File: src/rtl/vpu_pipe_ctrl.sv
// Vector pipeline controller: an in-order tag buffer feeding three overlapping
// stage FSMs (operand fetch, execute, writeback) and a one-entry response slot.
module vpu_pipe_ctrl #(
    parameter int STREAM_ID_WIDTH = 8,
    parameter int INFLIGHT_DEPTH  = 4,
    parameter int SRC_CNT         = 3
) (
    input  logic                            clk,
    input  logic                            rst_n,
    input  logic                            ctrl_valid_i,
    output logic                            ctrl_ready_o,
    input  logic [STREAM_ID_WIDTH-1:0]      stream_id_i,
    input  logic [SRC_CNT-1:0]              src_mask_i,
    output logic                            opget_start_o,
    input  logic                            opget_done_i,
    output logic                            exec_start_o,
    output logic [SRC_CNT-1:0]              operand_rden_o,
    input  logic                            exec_done_i,
    output logic                            wb_start_o,
    output logic                            wb_data_valid_o,
    input  logic                            wb_done_i,
    output logic                            resp_valid_o,
    input  logic                            resp_ready_i,
    output logic [STREAM_ID_WIDTH-1:0]      resp_stream_id_o,
    output logic [$clog2(INFLIGHT_DEPTH):0] inflight_cnt_o,
    output logic                            busy_o,
    output logic                            err_o,
    output logic [2:0]                      dbg_state_o
);
    localparam int PW = $clog2(INFLIGHT_DEPTH);
    localparam int CW = PW + 1;
    localparam logic [CW-1:0] DEPTH_C = CW'(INFLIGHT_DEPTH);

    typedef enum logic {
        ST_IDLE = 1'b0,
        ST_BUSY = 1'b1
    } stage_t;

    stage_t r_og_state, r_ex_state, r_wb_state;
    stage_t w_og_next, w_ex_next, w_wb_next;

    logic [STREAM_ID_WIDTH-1:0] r_tag_id   [INFLIGHT_DEPTH];
    logic [SRC_CNT-1:0]         r_tag_mask [INFLIGHT_DEPTH];

    logic [PW-1:0] r_alloc_ptr, r_og_ptr, r_ex_ptr, r_wb_ptr, r_ret_ptr;
    // Per-stage pending counts: entries handed to a stage but not yet started there.
    logic [CW-1:0] r_cnt, r_og_pend, r_ex_pend, r_wb_pend;

    logic                       r_resp_valid;
    logic [STREAM_ID_WIDTH-1:0] r_resp_id;
    logic                       r_err;

    logic w_accept, w_retire, w_resp_free;
    logic w_og_start, w_ex_start, w_wb_start;
    logic w_og_done, w_ex_done, w_wb_done;
    logic w_err_evt;

    // Valid/ready: a transfer happens in any cycle where both are high; the
    // producer holds valid and payload stable until that cycle. Ready never
    // depends on valid and never bypasses a same-cycle retire.
    assign ctrl_ready_o = (r_cnt != DEPTH_C);
    assign w_accept     = ctrl_valid_i && ctrl_ready_o;
    assign w_retire     = r_resp_valid && resp_ready_i;
    assign w_resp_free  = !r_resp_valid || resp_ready_i;

    // Done strobes only count while the stage is BUSY; anything else is a protocol error.
    assign w_og_done = (r_og_state == ST_BUSY) && opget_done_i;
    assign w_ex_done = (r_ex_state == ST_BUSY) && exec_done_i;
    assign w_wb_done = (r_wb_state == ST_BUSY) && wb_done_i;
    assign w_err_evt = (opget_done_i && (r_og_state != ST_BUSY)) ||
                       (exec_done_i  && (r_ex_state != ST_BUSY)) ||
                       (wb_done_i    && (r_wb_state != ST_BUSY));

    always_comb begin
        w_og_next  = r_og_state;
        w_ex_next  = r_ex_state;
        w_wb_next  = r_wb_state;
        w_og_start = 1'b0;
        w_ex_start = 1'b0;
        w_wb_start = 1'b0;

        case (r_og_state)
            ST_IDLE: if (r_og_pend != '0) begin
                w_og_start = 1'b1;
                w_og_next  = ST_BUSY;
            end
            ST_BUSY: if (opget_done_i) w_og_next = ST_IDLE;
            default: w_og_next = ST_IDLE;
        endcase

        case (r_ex_state)
            ST_IDLE: if (r_ex_pend != '0) begin
                w_ex_start = 1'b1;
                w_ex_next  = ST_BUSY;
            end
            ST_BUSY: if (exec_done_i) w_ex_next = ST_IDLE;
            default: w_ex_next = ST_IDLE;
        endcase

        case (r_wb_state)
            ST_IDLE: if ((r_wb_pend != '0) && w_resp_free) begin
                w_wb_start = 1'b1;
                w_wb_next  = ST_BUSY;
            end
            ST_BUSY: if (wb_done_i) w_wb_next = ST_IDLE;
            default: w_wb_next = ST_IDLE;
        endcase
    end

    always_ff @(posedge clk) begin
        if (!rst_n) begin
            r_og_state   <= ST_IDLE;
            r_ex_state   <= ST_IDLE;
            r_wb_state   <= ST_IDLE;
            r_alloc_ptr  <= '0;
            r_og_ptr     <= '0;
            r_ex_ptr     <= '0;
            r_wb_ptr     <= '0;
            r_ret_ptr    <= '0;
            r_cnt        <= '0;
            r_og_pend    <= '0;
            r_ex_pend    <= '0;
            r_wb_pend    <= '0;
            r_resp_valid <= 1'b0;
            r_resp_id    <= '0;
            r_err        <= 1'b0;
        end else begin
            r_og_state <= w_og_next;
            r_ex_state <= w_ex_next;
            r_wb_state <= w_wb_next;

            if (w_accept)  r_alloc_ptr <= r_alloc_ptr + PW'(1);
            if (w_og_done) r_og_ptr    <= r_og_ptr + PW'(1);
            if (w_ex_done) r_ex_ptr    <= r_ex_ptr + PW'(1);
            if (w_wb_done) r_wb_ptr    <= r_wb_ptr + PW'(1);
            if (w_retire)  r_ret_ptr   <= r_ret_ptr + PW'(1);

            r_cnt     <= r_cnt + CW'(w_accept) - CW'(w_retire);
            r_og_pend <= r_og_pend + CW'(w_accept) - CW'(w_og_start);
            r_ex_pend <= r_ex_pend + CW'(w_og_done) - CW'(w_ex_start);
            r_wb_pend <= r_wb_pend + CW'(w_ex_done) - CW'(w_wb_start);

            // WB only starts into a free slot, so a load never collides with a held response.
            if (w_wb_done) begin
                r_resp_valid <= 1'b1;
                r_resp_id    <= r_tag_id[r_wb_ptr];
            end else if (w_retire) begin
                r_resp_valid <= 1'b0;
            end

            if (w_err_evt) r_err <= 1'b1;
        end
    end

    always_ff @(posedge clk) begin
        if (rst_n && w_accept) begin
            r_tag_id[r_alloc_ptr]   <= stream_id_i;
            r_tag_mask[r_alloc_ptr] <= src_mask_i;
        end
    end

    assign opget_start_o    = w_og_start;
    assign exec_start_o     = w_ex_start;
    assign operand_rden_o   = w_ex_start ? r_tag_mask[r_ex_ptr] : '0;
    assign wb_start_o       = w_wb_start;
    assign wb_data_valid_o  = w_wb_start;
    assign resp_valid_o     = r_resp_valid;
    assign resp_stream_id_o = r_resp_id;
    assign inflight_cnt_o   = r_cnt;
    assign busy_o           = (r_cnt != '0);
    assign err_o            = r_err;
    assign dbg_state_o      = {r_wb_state, r_ex_state, r_og_state};

endmodule

File: config.mk
export PLATFORM = sky130hd
export DESIGN_NAME = vpu_pipe_ctrl
export DESIGN_NICKNAME = d
export VERILOG_FILES = /design/src/rtl/vpu_pipe_ctrl.sv
export SDC_FILE = /design/constraint.sdc
export NUM_CORES = 1
export LEC_CHECK = 0
export CAP_MARGIN = 20
export CORE_ASPECT_RATIO = 0.8
export CORE_MARGIN = 5
export CORE_UTILIZATION = 36
export CTS_CLUSTER_DIAMETER = 150
export DETAILED_ROUTE_END_ITERATION = 8
export DONT_BUFFER_PORTS = 1
export GPL_TIMING_DRIVEN = 0
export SLEW_MARGIN = 20
export SYNTH_ARGS = -nofsm -noshare
export SYNTH_HDL_FRONTEND = slang
export SYNTH_SLANG_ARGS = --single-unit
File: constraint.sdc
create_clock -name clk -period 3.28 [get_ports clk]
set_input_delay 0.656 -clock clk [delete_from_list [all_inputs] [get_ports clk]]
set_output_delay 0.656 -clock clk [all_outputs]
set_load 0.02 [all_outputs]
After elaboration in Yosys (flattened, before gate mapping)

Memories as Yosys holds them, arrays and structs flattened. A register that Yosys moved wholly into a read port is not among the register bits.
Cells that the tools add are included.

RAM bits: 44
Memories kept: 2
Input port bits: 18
Word-level logic and storage cells: 68
Output and inout bits: 25
Bits in registers: 23

Memories:

| memory     | depth | width | read ports | clocked after Yosys merged registers in | write ports | line | RTL |
|---|---|---|---|---|---|---|---|
| r_tag_id   | 4     | 8     | 1          | 1                                       | 1           | 42   | `logic [STREAM_ID_WIDTH-1:0] r_tag_id [INFLIGHT_DEPTH];` |
| r_tag_mask | 4     | 3     | 1          | 1                                       | 1           | 43   | `logic [SRC_CNT-1:0] r_tag_mask [INFLIGHT_DEPTH];` |

Mux-type cells: 19
Equality and inequality tests: 1
Bitwise logic cells: 3
Reductions and logical operators: 20
$add $sub $neg: 11

Operators by type and width:

| cell                  | count |
|---|---|
| $mux W1               | 13 |
| $add A3 B1 Y3         | 4 |
| $reduce_bool A3 Y1    | 4 |
| $sub A3 B1 Y3         | 4 |
| $logic_and A1 B1 Y1   | 10 |
| $add A2 B1 Y2 const B | 3 |
| $pmux W1 S2           | 3 |
| $mux W2               | 2 |
| $logic_or A1 B1 Y1    | 3 |
| $mux W3               | 1 |
| $ne A3 B3 Y1 const B  | 1 |
| $not A1 Y1            | 3 |
| $logic_not A1 Y1      | 2 |
| $reduce_bool A2 Y1    | 1 |

Longest topological paths before layout

Gate-level depths: netlist of run 1.

Word-level depth: 6
Depth in mapped cells: 11
Gate-level depth less buffers: 11

Worst setup path after synthesis of run 1

Ideal clock, no wire load.

Kind: in2reg
Start point: input resp_ready_i
End point: register r_wb_pend[2]
Stages on the path: 9
Arrival time: 2.648 ns
Path buffers: 0
Required time: 3.165 ns
Setup slack: 0.517 ns
Setup time: 0.115 ns
Cell sequence: nand2b_1 > nor3b_1 > ha_1 > inv_1 > ha_1 > inv_1 > fa_1 > xnor2_1 > and2_1

Cells in the longest elaborated chain, start to end: 5

RTL lines:

| what                 | line | RTL |
|---|---|---|
| start, declared      | 23   | `input logic resp_ready_i,` |
| $logic_or A1 B1 Y1   | 64   | `assign w_resp_free = !r_resp_valid \|\| resp_ready_i;` |
| $logic_and A1 B1 Y1  | 101  | `ST_IDLE: if ((r_wb_pend != '0) && w_resp_free) begin` |
| $mux W1              | 101  |  |
| $mux W1              | 100  | `case (r_wb_state)` |
| via wb_data_valid_o  | 20   | `output logic wb_data_valid_o,` |
| $sub A3 B1 Y3        | 141  | `r_wb_pend <= r_wb_pend + CW'(w_ex_done) - CW'(w_wb_start);` |
| end signal, assigned | 141  |  |
| end, declared        | 47   | `logic [CW-1:0] r_cnt, r_og_pend, r_ex_pend, r_wb_pend;` |

The timed path passes the listed nets, and every way through them passes these cells.
A chain may end at the register's enable or synchronous reset.

Worst setup path after layout of run 1

Start point: register r_resp_valid, in the netlist resp_valid_o
End point: register r_wb_pend[2]

Cells in the longest elaborated chain, start to end: 6

RTL lines:

| what                   | line | RTL |
|---|---|---|
| start, declared        | 49   | `logic r_resp_valid;` |
| start signal, assigned | 124  | `r_resp_valid <= 1'b0;` |
| start signal, assigned | 145  | `r_resp_valid <= 1'b1;` |
| start signal, assigned | 148  | `r_resp_valid <= 1'b0;` |
| $logic_not A1 Y1       | 64   |  |
| $logic_or A1 B1 Y1     | 64   |  |
| $logic_and A1 B1 Y1    | 101  |  |
| $mux W1                | 101  |  |
| $mux W1                | 100  |  |
| via wb_data_valid_o    | 20   |  |
| $sub A3 B1 Y3          | 141  |  |

The timed path passes the listed nets, and every way through them passes these cells.

==> impl_metrics.json, run 1 <==
{
  "start_util_pct": 37.0,
  "clk_pin_slew_ns": 0.08,
  "seq_area_frac_synth_pct": 62.9,
  "tritoncts.num_buffers": 9,
  "die_h_um": 93.7,
  "synth_warnings": 0,
  "synth_cells": 225,
  "synth-edff-count": 44,
  "antenna_left": 0,
  "hold_violations": 0,
  "worstPathCellList": "nand2b_1 > nor3b_1 > ha_1 > inv_1 > ha_1 > inv_1 > fa_1 > xnor2_1 > and2_1",
  "portBuffers": 0,
  "io_pins": 43,
  "grt_pass1_vias": 1706,
  "die_area_um2": 10700,
  "critPathMaxStageDelay_ns": 0.84,
  "cp-start-kind": "flop",
  "dr.first_iter.drc_count": 62,
  "drc": 0,
  "h-tree-depth": 3,
  "synth.most_common_cell": "edfxtp_1",
  "crit_type": "flop to flop",
  "async_flop_share_pct": 0,
  "multi_input_area_um2": 1040,
  "rsz0062_at_grt": "no",
  "crit_fanout": 4,
  "p_sw_share_pct": 33.4,
  "num_antenna_cells": 0,
  "hold_buffers": 0,
  "fp-row-count": 30,
  "drive_gt1_share_pct": 10.8,
  "antenna_found_initial": 0,
  "crit_arrival_ns": 2.97,
  "grt.overflow.total": 0,
  "worstSetupEndpointType": "flop",
  "power_density_nw_per_um2": 757,
  "place_congestion": 0.723,
  "setup-tns-final_ns": 0,
  "p_leak_nw": 1.22,
  "synth_ff_type": "edfxtp_1",
  "setup_viol": 0,
  "pwr-share-comb_pct": 27.1,
  "worstPathRequired_ns": 3.53,
  "hp-class": "primary input to flop",
  "finalPower_mw": 2.62,
  "syn_to_final_growth_pct": 9.77,
  "cts.sinks": 77,
  "cp_slowest_cell": "nor3b_1",
  "vias": 1659,
  "slew_headroom_pct": 31.0,
  "fillCellCount": 802,
  "period_share_pct": 82.7,
  "vdd_drop_max_uv": 329,
  "grt_usage_pct": 11.6,
  "fin_nets": 270,
  "via_per_inst": 4.70,
  "routed_wl_um": 5560,
  "fmax_ghz": 0.369,
  "wl_per_cell_um": 15.7,
  "synth_nets": 259,
  "syn_area_um2": 3150,
  "p_int_mw": 1.74,
  "seq_power_share_pct": 49.5,
  "fin_skew_ns": 0.0111,
  "synthTopCellsByCount": "edfxtp_1, dfxtp_1, and2_1, mux2i_1, inv_1",
  "tightest_slew_ns": 1.03,
  "cts_tree": "built",
  "holdWs_ns": 0.387,
  "insertion_delay_ns": 0.36,
  "regArea_um2": 1980,
  "status": "completed",
  "max_cap_violations": 0,
  "cts_resized": 0,
  "yosys.area.top_type": "edfxtp_1",
  "ys_types": 30,
  "ys_ff_latch": 77,
  "grt_first_pass_wirelength_um": 9110,
  "fp.dieW_um": 115,
  "cp_top_family": "simple AND/OR/NAND/NOR gates",
  "grt_max_degree": 14,
  "clkPwrFrac_pct": 23.4,
  "postCtsSetupBuffers": 0,
  "synth_top_area_share_pct": 41.9,
  "dp_hpwl_um": 3820,
  "drtPass1Iterations": 4,
  "cts_buffer_depth": 2,
  "path_buf_inv": 2,
  "core_um2": 8520,
  "syn_area_per_cell_um2": 14.0,
  "maxSlewViolCount": 0,
  "root_buffer": "clkbuf_8",
  "post-route-min-period_ns": 2.71,
  "switchingPower_mw": 0.875,
  "synth_area_leaders": "edfxtp_1, dfxtp_1, mux2i_1, ha_1, and2_1"
}
-- path summary, 6_finish.rpt --
| kind | start | to | slack (ns) | depth (start not counted) |
|---|---|---|---|---|
| setup / recovery | resp_valid_o | r_wb_pend[2] | 0.57 | 9 |
| setup reg to reg | resp_valid_o | r_wb_pend[2] | 0.57 | 9 |
| hold reg to reg | r_og_state | r_og_state | 0.50 | 2 |
| hold / removal | stream_id_i[6] | r_tag_id[2][6] | 0.39 | 0 |
-- per-layer routing --
layer	wire length, um	vias up	track usage [%]
met1	2440	796	13.6
met5	0	-	0
met2	2530	39	17.5
li1	-	817	-
met4	63	0	3.56
met3	523	7	7.08
-- worst reg2reg max path: cells and delay by family (launching register included) --
| family | cells | cell delay, ns |
|---|---|---|
| flops | 1 | 0.39 |
| simple gates | 3 | 1.11 |
| fa+ha+maj | 3 | 0.87 |
| buf+inv | 2 | 0.11 |
| xor+xnor | 1 | 0.13 |
-- state kept, by name, indices dropped and copies added (netlist names), named ones only --
name and flops:
inflight_cnt_o 3, r_og_state 1, resp_valid_o 1, err_o 1, r_wb_state 1, r_ex_ptr 2, r_ex_pend 3, r_tag_mask 12
r_wb_ptr 2, r_og_pend 3, r_tag_id 32, r_ex_state 1, resp_stream_id_o 8, r_wb_pend 3, r_alloc_ptr 2
-- power by group through the flow --
stage | registers, mW | logic [mW] | clock network [mW]
6_report | 1.30 | 0.709 | 0.614
5_1_grt | 1.32 | 0.810 | 0.686
4_1_cts | 1.30 | 0.725 | 0.642
3_5_place_dp | 1.32 | 0.721 | 0
3_3_place_gp | 1.32 | 0.706 | 0
2_1_floorplan | 1.29 | 0.618 | 0
-- per-stage QoR --
step	cell area, um2	setup slack (ns)	utilization (%)	cells
after global routing	3460	0.411	40.6	353
after detailed placement	3290	0.280	38.6	337
after CTS	3460	0.523	40.6	353
final	3460	0.568	40.6	353
after floorplan	3150	0.517	-	225
after global placement	3290	0.272	38.6	337
-- layout make-up --
class | instances | share of cell area (%)
buffer | 11 | 2.06
clock buffer | 10 | 3.69
clock inverter | 6 | 1.16
inverter | 14 | 1.52
multi-input combinational | 123 | 30.2
sequential | 77 | 57.3
tap | 112 | 4.05
-- kinds of logic after synthesis --
group / Yosys count / synth area share, %
AOI/OAI and AO/OA: 16 / 3.93
buffers and inverters: 25 / 3.93
DFF: 77 / 62.9
and+or+nand+nor: 58 / 10.4
xor gates and xnor gates: 12 / 3.34
adders and majority gates: 16 / 7.31
muxes: 21 / 8.22
-- cells in the final DEF (no fill, tap or decap), drive strengths merged --
cell type / count
edfxtp: 44
dfxtp: 33
and2: 18
mux2i: 18
inv: 14
xnor2: 12
ha: 12
clkbuf: 12
nand3: 10
nand2: 10
buf: 9
o221ai: 8
nor2b: 5
and3: 4
a21oi: 4
fa: 4
nor2: 3
nor3: 3
mux4: 3
clkinvlp: 3
a21boi: 3
clkinv: 3
nand2b: 1
nor3b: 1
or3: 1
nand4b: 1
nand4: 1
o21a: 1
Power figures use the tool's default switching activity.
==> run 2: changes to the inputs <==
- clock period: 3.28 -> 2.6 ns (I/O delays scaled with it)
==> run 2 against run 1 <==
Clock power grew 42%. Cell count is the same. Global-route usage grew 0.088 points. Critical path depth is the same. Wire length shrank 0.59%. Core utilization grew 0.48 points. Hold slack lost 0.13 ns. Clock skew shrank 0.0022 ns. Setup slack lost 0.30 ns. Critical endpoint unchanged. Largest cell class unchanged.
==> impl_metrics.json, run 2 (synthesis gave the netlist of run 1 again) <==
{
  "status": "completed",
  "hold_violations": 0,
  "grt.overflow.total": 0,
  "antenna_found_initial": 0,
  "syn_to_final_growth_pct": 11.1,
  "largest_register_ffs": 32,
  "crit_type": "flop to flop",
  "portBuffers": 0,
  "fp-row-count": 30,
  "core_um2": 8520,
  "mostFrequentLayoutCells": "edfxtp_1, dfxtp_1, and2_1, mux2i_1, inv_1",
  "setup-tns-final_ns": 0,
  "h-tree-depth": 3,
  "max_cap_violations": 0,
  "die_h_um": 93.7,
  "switchingPower_mw": 1.09,
  "setup_viol": 0,
  "dr.first_iter.drc_count": 118,
  "fillCellCount": 801,
  "layout_commonest_cell": "edfxtp_1",
  "cts_buffer_depth": 2,
  "drc": 0,
  "start_util_pct": 37.0,
  "pwr-share-comb_pct": 26.4,
  "dp_hpwl_um": 3780,
  "io_pins": 43,
  "vdd_drop_max_uv": 428,
  "finalPower_mw": 3.42,
  "hp-class": "primary input to flop",
  "slew_headroom_pct": 56.3,
  "power_density_nw_per_um2": 977,
  "instances_no_fill": 353,
  "worstSetupEndpointType": "flop",
  "cts.sinks": 77,
  "rsz0062_at_grt": "no",
  "via_per_inst": 4.65,
  "setup_ws_ns": 0.266,
  "dp.cells": 337,
  "fin_nets": 270,
  "crit_fanout": 4,
  "hold_buffers": 0,
  "fp.dieW_um": 115,
  "finish.utilization_pct": 41.1,
  "dp_slack_ns": 0.0941,
  "worstPathRequired_ns": 2.85,
  "tritoncts.num_buffers": 9,
  "fin_area_um2": 3500,
  "insertion_delay_ns": 0.35,
  "cts_resized": 0,
  "post-route-min-period_ns": 2.33,
  "antenna_left": 0,
  "fin_skew_ns": 0.00892,
  "place_congestion": 0.669,
  "dpl-instance-area_um2": 3300,
  "p_leak_nw": 1.25,
  "grt_usage_pct": 11.7,
  "cp-start-kind": "flop",
  "p_int_mw": 2.33,
  "routed_wl_um": 5520,
  "postCtsSetupBuffers": 0,
  "clk_pin_slew_ns": 0.08,
  "top_register": "r_tag_id",
  "grt_first_pass_wirelength_um": 9160,
  "holdWs_ns": 0.262,
  "clkPwrFrac_pct": 25.6,
  "grt_max_degree": 13,
  "crit_arrival_ns": 2.58,
  "period_share_pct": 89.8,
  "root_buffer": "clkbuf_8",
  "tightest_slew_ns": 0.655,
  "fmax_ghz": 0.428,
  "vias": 1642,
  "seq_power_share_pct": 48.0,
  "wl_per_cell_um": 15.6,
  "die_area_um2": 10700,
  "num_antenna_cells": 0,
  "maxSlewViolCount": 0,
  "drive_gt1_share_pct": 12.0,
  "drtPass1Iterations": 4,
  "cts_tree": "built",
  "grt_pass1_vias": 1761,
  "p_sw_share_pct": 31.9
}
## run 2: cell count changes in the layout (fill, tap and decap cells not counted), sizes merged
cell      previous run  this run
clkinvlp             3         1
clkbuf              12        13
bufinv               0         1
## run 2: final cells by class
class | count | area, um2 | share of cell area [%]
sequential | 77 | 1980 | 56.7
multi-input combinational | 123 | 1060 | 30.3
clock buffer | 11 | 141 | 4.04
tap | 112 | 140 | 4.00
buffer | 11 | 71.3 | 2.04
inverter | 14 | 52.6 | 1.50
clock inverter | 5 | 50.0 | 1.43
## run 2: final timing paths
kind | start | slack, ns | end | cells past startpoint
setup / recovery | resp_valid_o | 0.27 | r_wb_pend[2] | 9
hold / removal | stream_id_i[6] | 0.26 | r_tag_id[2][6] | 0
setup reg to reg | resp_valid_o | 0.27 | r_wb_pend[2] | 9
hold reg to reg | r_og_state | 0.50 | r_og_state | 2
## run 2: critical path, stage by stage, from the launching register on
cell,delay [ns]
dfxtp_1,0.39
nand2b_1,0.13
nor3b_2,0.51
ha_1,0.33
inv_1,0.05
ha_1,0.12
inv_1,0.05
fa_1,0.37
xnor2_1,0.13
and2_1,0.15
## run 2: layer usage
layer	vias to the layer above	share of wire (%)	GRT usage, %
li1	818	-	-
met1	781	44	14.5
met2	33	45	16.8
met3	10	9.3	6.37
met4	0	1.7	4.75
met5	-	0	0
## run 2: power by group through the flow
stage / combinational [mW] / clock [mW] / sequential (mW)
4_1_cts: 0.914 / 0.904 / 1.64
5_1_grt: 1.05 / 0.954 / 1.67
3_5_place_dp: 0.909 / 0 / 1.67
3_3_place_gp: 0.900 / 0 / 1.66
6_report: 0.902 / 0.874 / 1.64
2_1_floorplan: 0.786 / 0 / 1.63
==> run 3: changes to the inputs <==
- CELL_PAD_IN_SITES_DETAIL_PLACEMENT: not set -> 1
- CELL_PAD_IN_SITES_GLOBAL_PLACEMENT: not set -> 2
- PLACE_DENSITY_LB_ADDON: not set -> 0.12
==> run 3 against run 2 <==
Count of clock-buffer cells in the layout fell by 1. Critical endpoint is now r_ex_pend[2]. Core utilization barely moved. Non-clock buffer count did not move. First-iteration DRC count fell by 53%. Total power rose by 1.5%.
==> impl_metrics.json, run 3 (synthesis gave the netlist of run 1 again) <==
{
  "path_buf_inv": 2,
  "syn_to_final_growth_pct": 11.2,
  "power_density_nw_per_um2": 991,
  "core_um2": 8520,
  "wl_per_cell_um": 17.8,
  "crit_fanout": 5,
  "fp-row-count": 30,
  "period_share_pct": 94.1,
  "hold_violations": 0,
  "grt_pass1_vias": 1754,
  "h-tree-depth": 3,
  "reg2regPathDepth": 10,
  "root_buffer": "clkbuf_8",
  "start_util_pct": 37.0,
  "fillCellCount": 861,
  "place_congestion": 0.688,
  "num_antenna_cells": 0,
  "grt_first_pass_wirelength_um": 9830,
  "top_register": "r_tag_id",
  "cp-start-kind": "flop",
  "finalPower_mw": 3.47,
  "largest_register_ffs": 32,
  "mostFrequentLayoutCells": "edfxtp_1, dfxtp_1, and2_1, mux2i_1, inv_1",
  "die_area_um2": 10700,
  "status": "completed",
  "antenna_found_initial": 0,
  "crit_arrival_ns": 2.69,
  "setup_viol": 0,
  "worstPathRequired_ns": 2.84,
  "io_pins": 43,
  "vdd_drop_max_uv": 284,
  "holdPathStages": 0,
  "cp_top_family": "adder cells",
  "cts_tree": "built",
  "grt.overflow.total": 0,
  "fin_nets": 270,
  "regArea_um2": 1980,
  "dp_hpwl_um": 4380,
  "cp-startpoint": "r_ex_pend[1]",
  "layout_commonest_cell": "edfxtp_1",
  "worstSetupEndpointType": "flop",
  "clk_pin_slew_ns": 0.08,
  "fmax_ghz": 0.409,
  "p_leak_nw": 1.25,
  "fin_skew_ns": 0.00595,
  "die_h_um": 93.7,
  "portBuffers": 0,
  "drc": 0,
  "drtPass1Iterations": 4,
  "cp_slowest_cell": "nor2_1",
  "endpoint": "r_ex_pend[2]",
  "slew_headroom_pct": 53.6,
  "cts.sinks": 77,
  "maxSlewViolCount": 0,
  "dr.first_iter.drc_count": 56,
  "grt_max_degree": 15,
  "crit_type": "flop to flop",
  "critPathMaxStageDelay_ns": 0.50,
  "max_cap_violations": 0,
  "drive_gt1_share_pct": 12.4,
  "finish.utilization_pct": 41.1,
  "rrSetupSlack_ns": 0.15,
  "postCtsSetupBuffers": 0,
  "crit_cells": 10,
  "cts_buffer_depth": 2,
  "grt_usage_pct": 12.5,
  "hp-class": "primary input to flop",
  "routed_wl_um": 6290,
  "post-route-min-period_ns": 2.45,
  "tritoncts.num_buffers": 9,
  "multi_input_area_um2": 1060,
  "tightest_slew_ns": 0.696,
  "worstPathCellList": "nor3_1 > nor2_1 > ha_1 > inv_1 > ha_1 > inv_1 > fa_1 > xnor2_1 > xnor2_1 > and2_1",
  "rsz0062_at_grt": "no",
  "worstReg2RegEnd": "r_ex_pend[2]",
  "timing.rr.start": "r_ex_pend[1]",
  "fp.dieW_um": 115,
  "insertion_delay_ns": 0.34,
  "vias": 1704,
  "via_per_inst": 4.83,
  "antenna_left": 0
}
[run 3: timing repair]
item | 4_1_cts | 5_1_grt
setup endpoints to repair | 1 | 2
hold buffers | 0 | 0
gates resized for setup | 1 | 2
[run 3: worst min-delay path by stage]
stage	to	slack, ns	start
finish	r_tag_id[2][7]	0.26	stream_id_i[7]
global route	r_tag_id[1][4]	0.22	stream_id_i[4]
CTS	r_tag_id[2][5]	0.24	stream_id_i[5]
detailed placement	r_alloc_ptr[0]	0.51	r_alloc_ptr[0]
global placement	r_alloc_ptr[0]	0.49	r_alloc_ptr[0]
floorplan	r_alloc_ptr[1]	0.47	r_alloc_ptr[1]
[run 3: power breakdown]
| group | internal (mW) | switching [mW] | total, mW |
|---|---|---|---|
| Sequential | 1.46 | 0.174 | 1.64 |
| Clock | 0.450 | 0.449 | 0.900 |
| Combinational | 0.405 | 0.527 | 0.932 |
[run 3: final cells by class]
type,instances,share of cell area [%]
Buffer,11,2.04
Clock buffer,10,3.64
Clock inverter,6,2.00
Inverter,14,1.50
Multi-Input combinational cell,123,30.2
Sequential cell,77,56.6
Tap cell,112,4.00
[run 3: per-layer routing]
metal	vias to the layer above	part of all wire (%)	track usage [%]
li1	822	-	-
met1	844	44	15.3
met4	0	1.0	3.86
met3	6	6.2	5.86
met2	32	49	19.6
met5	-	0	0
[run 3: metrics by stage]
step | instance area (um2) | setup WS, ns | hold WS [ns] | TNS [ns] | cells
4_1_cts | 3500 | 0.0529 | 0.243 | 0 | 353
6_report | 3500 | 0.154 | 0.264 | 0 | 353
2_1_floorplan | 3160 | 0.302 | 0.468 | 0 | 225
5_1_grt | 3500 | 0.00581 | 0.223 | 0 | 353
3_3_place_gp | 3300 | 0.0102 | 0.490 | 0 | 337
3_5_place_dp | 3300 | -0.00370 | 0.505 | -0.00370 | 337
